===== src/rtl/spi_host_ctrl.sv =====
// SPI host controller: accepts one register transaction per request and
// shifts out a command word followed by a data word, LSB first. Read data
// is sampled from spi_miso during the data word.
module spi_host_ctrl #(
  parameter int SPI_CMD_WIDTH  = 8,
  parameter int SPI_DATA_WIDTH = 8,
  parameter int SPI_ADDR_WIDTH = 3,
  parameter int CLK_DIV        = 2
) (
  input  logic                      clk,
  input  logic                      rst,
  input  logic                      req_valid,
  output logic                      req_ready,
  input  logic                      req_write,
  input  logic [SPI_ADDR_WIDTH-1:0] req_addr,
  input  logic [SPI_DATA_WIDTH-1:0] req_wdata,
  output logic                      rsp_valid,
  output logic [SPI_DATA_WIDTH-1:0] rsp_rdata,
  output logic                      busy,
  output logic                      spi_clk,
  output logic                      spi_sel,
  output logic                      spi_mosi,
  input  logic                      spi_miso
);

  localparam int N      = SPI_CMD_WIDTH + SPI_DATA_WIDTH;
  localparam int BIT_W  = $clog2(N);
  localparam int DIV_W  = (CLK_DIV > 1) ? $clog2(CLK_DIV) : 1;
  localparam int DIDX_W = (SPI_DATA_WIDTH > 1) ? $clog2(SPI_DATA_WIDTH) : 1;

  typedef enum logic [2:0] {
    ST_IDLE,
    ST_SETUP,
    ST_SHIFT,
    ST_HOLD,
    ST_GAP
  } state_e;

  state_e                    state_q, state_d;
  logic [DIV_W-1:0]          div_q, div_d;
  logic [BIT_W-1:0]          bit_q, bit_d;
  logic [N-1:0]              shift_q, shift_d;
  logic                      write_q, write_d;
  logic                      sclk_q, sclk_d;
  logic                      sel_q, sel_d;
  logic                      mosi_q, mosi_d;
  logic                      rsp_valid_q, rsp_valid_d;
  logic [SPI_DATA_WIDTH-1:0] rdata_q, rdata_d;
  logic                      busy_q, busy_d;
  logic                      ready_q, ready_d;

  logic                      tick;
  logic [SPI_CMD_WIDTH-1:0]  cmd_w;
  logic [DIDX_W-1:0]         didx;

  // Divider tick marks the last clk cycle of each spi_clk half-period.
  assign tick = (div_q == DIV_W'(CLK_DIV - 1));

  // Next-state, shift and output logic for the transaction sequencer.
  always_comb begin
    // NOTE: every signal assigned here gets a default first so no path
    // leaves a value unassigned, which would otherwise infer a latch.
    state_d     = state_q;
    bit_d       = bit_q;
    shift_d     = shift_q;
    write_d     = write_q;
    sclk_d      = sclk_q;
    sel_d       = sel_q;
    mosi_d      = mosi_q;
    rsp_valid_d = 1'b0;
    rdata_d     = rdata_q;
    cmd_w       = '0;
    cmd_w[0]    = req_write;
    cmd_w[SPI_ADDR_WIDTH:1] = req_addr;
    didx        = DIDX_W'(bit_q - BIT_W'(SPI_CMD_WIDTH));

    case (state_q)
      ST_IDLE: begin
        if (req_valid && ready_q) begin
          state_d = ST_SETUP;
          shift_d = {req_wdata, cmd_w};
          write_d = req_write;
          sel_d   = 1'b0;
          mosi_d  = req_write;
          bit_d   = '0;
          if (req_write) rdata_d = '0;
        end
      end
      ST_SETUP: begin
        if (tick) begin
          state_d = ST_SHIFT;
          sclk_d  = 1'b1;
        end
      end
      ST_SHIFT: begin
        if (tick) begin
          if (!sclk_q) begin
            // Rising edge: capture miso during the data word of a read.
            sclk_d = 1'b1;
            if (!write_q && (bit_q >= BIT_W'(SPI_CMD_WIDTH))) rdata_d[didx] = spi_miso;
          end else begin
            // Falling edge: advance to the next bit or finish the frame.
            sclk_d = 1'b0;
            if (bit_q == BIT_W'(N - 1)) begin
              state_d = ST_HOLD;
              mosi_d  = 1'b0;
            end else begin
              bit_d   = bit_q + 1'b1;
              shift_d = shift_q >> 1;
              mosi_d  = shift_q[1];
            end
          end
        end
      end
      ST_HOLD: begin
        if (tick) begin
          state_d     = ST_GAP;
          sel_d       = 1'b1;
          rsp_valid_d = 1'b1;
        end
      end
      ST_GAP: begin
        if (tick) state_d = ST_IDLE;
      end
      default: state_d = ST_IDLE;
    endcase

    // Divider restarts on every state change and is parked while idle.
    if ((state_d != state_q) || (state_q == ST_IDLE) || tick) div_d = '0;
    else                                                       div_d = div_q + 1'b1;

    busy_d  = (state_d != ST_IDLE);
    ready_d = (state_d == ST_IDLE);
  end

  // State and registered-output flops, cleared asynchronously by rst.
  always_ff @(posedge clk or posedge rst) begin
    // NOTE: sequential state uses non-blocking assignments so all flops
    // update together from values sampled at the same edge.
    if (rst) begin
      state_q     <= ST_IDLE;
      div_q       <= '0;
      bit_q       <= '0;
      shift_q     <= '0;
      write_q     <= 1'b0;
      sclk_q      <= 1'b0;
      sel_q       <= 1'b1;
      mosi_q      <= 1'b0;
      rsp_valid_q <= 1'b0;
      rdata_q     <= '0;
      busy_q      <= 1'b0;
      ready_q     <= 1'b0;
    end else begin
      state_q     <= state_d;
      div_q       <= div_d;
      bit_q       <= bit_d;
      shift_q     <= shift_d;
      write_q     <= write_d;
      sclk_q      <= sclk_d;
      sel_q       <= sel_d;
      mosi_q      <= mosi_d;
      rsp_valid_q <= rsp_valid_d;
      rdata_q     <= rdata_d;
      busy_q      <= busy_d;
      ready_q     <= ready_d;
    end
  end

  assign req_ready = ready_q;
  assign rsp_valid = rsp_valid_q;
  assign rsp_rdata = rdata_q;
  assign busy      = busy_q;
  assign spi_clk   = sclk_q;
  assign spi_sel   = sel_q;
  assign spi_mosi  = mosi_q;

endmodule


===== config.mk =====
export PLATFORM = sky130hd
export DESIGN_NAME = spi_host_ctrl
export DESIGN_NICKNAME = d
export VERILOG_FILES = /design/src/rtl/spi_host_ctrl.sv
export SDC_FILE = /design/constraint.sdc
export NUM_CORES = 1
export LEC_CHECK = 0
export ABC_AREA = 1
export CAP_MARGIN = 20
export CORE_MARGIN = 10
export CORE_UTILIZATION = 56
export CTS_BUF_LIST = sky130_fd_sc_hd__clkbuf_4 sky130_fd_sc_hd__clkbuf_8
export DETAILED_ROUTE_END_ITERATION = 16
export GPL_TIMING_DRIVEN = 0
export PLACE_DENSITY = 0.88
export SYNTH_ARGS = -nofsm -noshare
export SYNTH_HDL_FRONTEND = slang
export SYNTH_SLANG_ARGS = --single-unit

===== constraint.sdc =====
create_clock -name clk -period 1.55 [get_ports clk]
set_input_delay 0.31 -clock clk [delete_from_list [all_inputs] [get_ports clk]]
set_output_delay 0.31 -clock clk [all_outputs]
set_load 0.02 [all_outputs]

==> impl_metrics.env <==
export IMPL_fillers=256
export IMPL_drtAntennaViolNets=0
export IMPL_grt_pass1_wl_mm=7.74
export IMPL_fin_util_pct=75.0
export IMPL_coreArea_mm2=0.00339
export IMPL_synth_seq_cells=38
export IMPL_cp_max_fo=10
export IMPL_viasPerCell=5.31
export IMPL_slowest_stage="dfrtp_2"
export IMPL_cts_tree="done"
export IMPL_regArea_um2=957
export IMPL_hp_class="in2async"
export IMPL_cap_violations=0
export IMPL_drive_gt1_share_pct=18.0
export IMPL_synth_xor_area_share_pct=0.438
export IMPL_min_period_over_period_pct=99.9
export IMPL_grt_ovfl_total=0
export IMPL_pin_count=30
export IMPL_num_rows=21
export IMPL_drt_iter0_drc=182
export IMPL_ys_warn_count=0
export IMPL_r2r_setup_slack_ns=0.002
export IMPL_die_h_um=79.7
export IMPL_synthMuxAreaShare_pct=0
export IMPL_diodes=0
export IMPL_max_freq_ghz=0.646
export IMPL_cts_hold_buf=0
export IMPL_synth_edf_count=0
export IMPL_multi_input_area_um2=953
export IMPL_leakagePower_nw=1.33
export IMPL_synth_cells=265
export IMPL_ir_drop_uv=576
export IMPL_drc=0
export IMPL_synth_compound_area_share_pct=2.19
export IMPL_slew_headroom_pct=49.2
export IMPL_fin_crit_ns=1.55
export IMPL_start_kind="flop"
export IMPL_synth_top_family_by_area="simple AND/OR/NAND/NOR gates"
export IMPL_track_usage_pct=14.8
export IMPL_start_util_pct=59.0
export IMPL_finalMaxSlewViolations=0
export IMPL_setup_viol=0
export IMPL_required_ns=1.84
export IMPL_die_w_um=79.7
export IMPL_status="finished, final reports clean"
export IMPL_io_buffers=29
export IMPL_gp_congestion=0.862
export IMPL_cts_sinks=38
export IMPL_hold_viol=0
export IMPL_synthTopCellsByCount="nand2_1, dfrtp_1, nand3_1, inv_1, nor2_1"
export IMPL_synth_largest_area_cell="dfrtp_1"
export IMPL_antenna_found_initial=0
export IMPL_grt_max_degree=39
export IMPL_clk_pin_slew_ns=0.12
export IMPL_wl_per_cell_um=13.4
export IMPL_vias=1895
export IMPL_clock_insertion_delay_worst_skew_ns=0.35
export IMPL_yosysMostFrequentCell="nand2_1"
export IMPL_nets=328
export IMPL_synth_top_area_share_pct=46.3
export IMPL_area_growth_pct=27.2
export IMPL_synth_nets=283
export IMPL_yosys_most_used_dff="dfrtp_1"
export IMPL_numCtsBuffers=5
export IMPL_cts_root_buf="clkbuf_4"
export IMPL_dpl_worst_slack_ns=-0.223
export IMPL_synth_area_leaders="dfrtp_1, nand2_1, nand3_1"
export IMPL_fin_ws_ns=0.00219
export IMPL_worstMarginPinSlew_ns=0.761
export IMPL_seq_area_frac_synth_pct=47.7
export IMPL_die_area_mm2=0.00636
export IMPL_crit_arrival_ns=1.84
export IMPL_drtPass1Iterations=6
export IMPL_synth_simple_area_share_pct=40.5
export IMPL_grt_pass1_vias=1743
export IMPL_end_kind="flop"
export IMPL_p_per_area_mw_per_mm2=642
export IMPL_slowest_delay_ns=0.45
export IMPL_fin_total_pwr_mw=1.63
export IMPL_crit_top_cell="nand2_1"
export IMPL_synth_fa_ha_area_share_pct=1.25
export IMPL_cts_buffer_depth=2
export IMPL_crit_chain="inv_4 > nand2_2 > nor2_4 > buf_2 > nand2_1 > o22ai_1 > nand2_1 > nand2_1"
export IMPL_skew_ns=0.0185
export IMPL_dp_hpwl_mm=3.07
export IMPL_critical_path_class="reg2reg"
export IMPL_synth_area_mm2=0.00200
export IMPL_wl_mm=4.80
export IMPL_avgSynthCellArea_um2=7.54
export IMPL_synth_async_reset_ratio_pct=100
export IMPL_htree_levels=2
export IMPL_synth_cell_types=28
==> worst max-delay path: cells and delay by family (launching register included) <==
| family | cells | cell delay, ns |
|---|---|---|
| AND/OR/NAND/NOR | 5 | 0.54 |
| flip-flops | 1 | 0.45 |
| buffers and inverters | 2 | 0.35 |
| AO/OA/AOI/OAI | 1 | 0.14 |
==> metrics by stage <==
step                      instance area (um^2)  std cells  hold WS [ns]  TNS (ns)
after floorplan                           2000        265         0.442         0
after global placement                    2350        340         0.455    -18.46
after detailed placement                  2350        340         0.457     -2.04
after CTS                                 2420        350         0.426         0
after global routing                      2540        357         0.480    -0.241
final                                     2540        357         0.402         0
==> final timing paths <==
| kind | startpoint | to | cells after the start |
|---|---|---|---|
| worst max-delay path | state_q[2] | spi_mosi | 8 |
| max in group asynchronous | rst | div_q | 2 |
| worst min register to register | rsp_rdata[5] | rsp_rdata[5] | 2 |
| worst max register to register | state_q[2] | spi_mosi | 8 |
| min in group clk | rsp_rdata[5] | rsp_rdata[5] | 2 |
| worst min-delay path | rst | shift_q[3] | 2 |
==> per-layer routing <==
metal / vias up / global-route usage, % / wire (um)
met5: - / 0 / 0
li1: 932 / - / -
met3: 12 / 5.29 / 322
met1: 880 / 17.5 / 1930
met4: 0 / 6.87 / 97
met2: 71 / 23.6 / 2450
==> cells by family (layout without fill, tap and decap cells) <==
logic type      count (synthesis)  after routing
simple gates                  180            180
flops                          38             38
buf+inv                        36             82
compound gates                  8              8
fa+ha+maj                       2              2
xor+xnor                        1              1
==> sequential cells by signal, indices dropped and copies added (netlist names) <==
| register | count |
|---|---|
| bit_q | 4 |
| div_q | 1 |
| rsp_valid | 1 |
| spi_clk | 1 |
| spi_mosi | 1 |
| req_ready | 1 |
| busy | 1 |
| write_q | 1 |
| shift_q | 15 |
| spi_sel | 1 |
| state_q | 3 |
| rsp_rdata | 8 |
==> repair_timing <==
action / CTS / global route
setup buffers: 2 / 8
pin swaps: 1 / 6
gates resized for setup: 19 / 27
setup endpoints to repair: 25 / 26
==> final cells by class <==
cell class | instances | share of cell area [%]
multi-input cells | 191 | 37.5
inverters | 25 | 3.94
repair buffers | 39 | 13.7
flip-flops and latches | 38 | 37.6
clock inverters | 2 | 0.394
well taps | 46 | 2.26
clock buffers | 6 | 1.77
plain buffers | 10 | 2.76
==> placed cells by master, fill, tap and decap left out, types with 6 or more instances in the layout <==
cell type,instances
dlygate4sd2_1,13
nand4_1,8
nand3_1,37
clkbuf_4,6
inv_1,19
nor2_1,6
nand2_1,105
nor3_1,6
clkdlybuf4s50_1,15
buf_4,13
dfrtp_1,33
==> report_power, final <==
group	switching, mW	internal [mW]
Clock	0.325	0.190
Sequential	0.00489	1.00
Combinational	0.0565	0.0536
Total	0.387	1.25
Note: power is estimated with default switching activity, not from simulation.
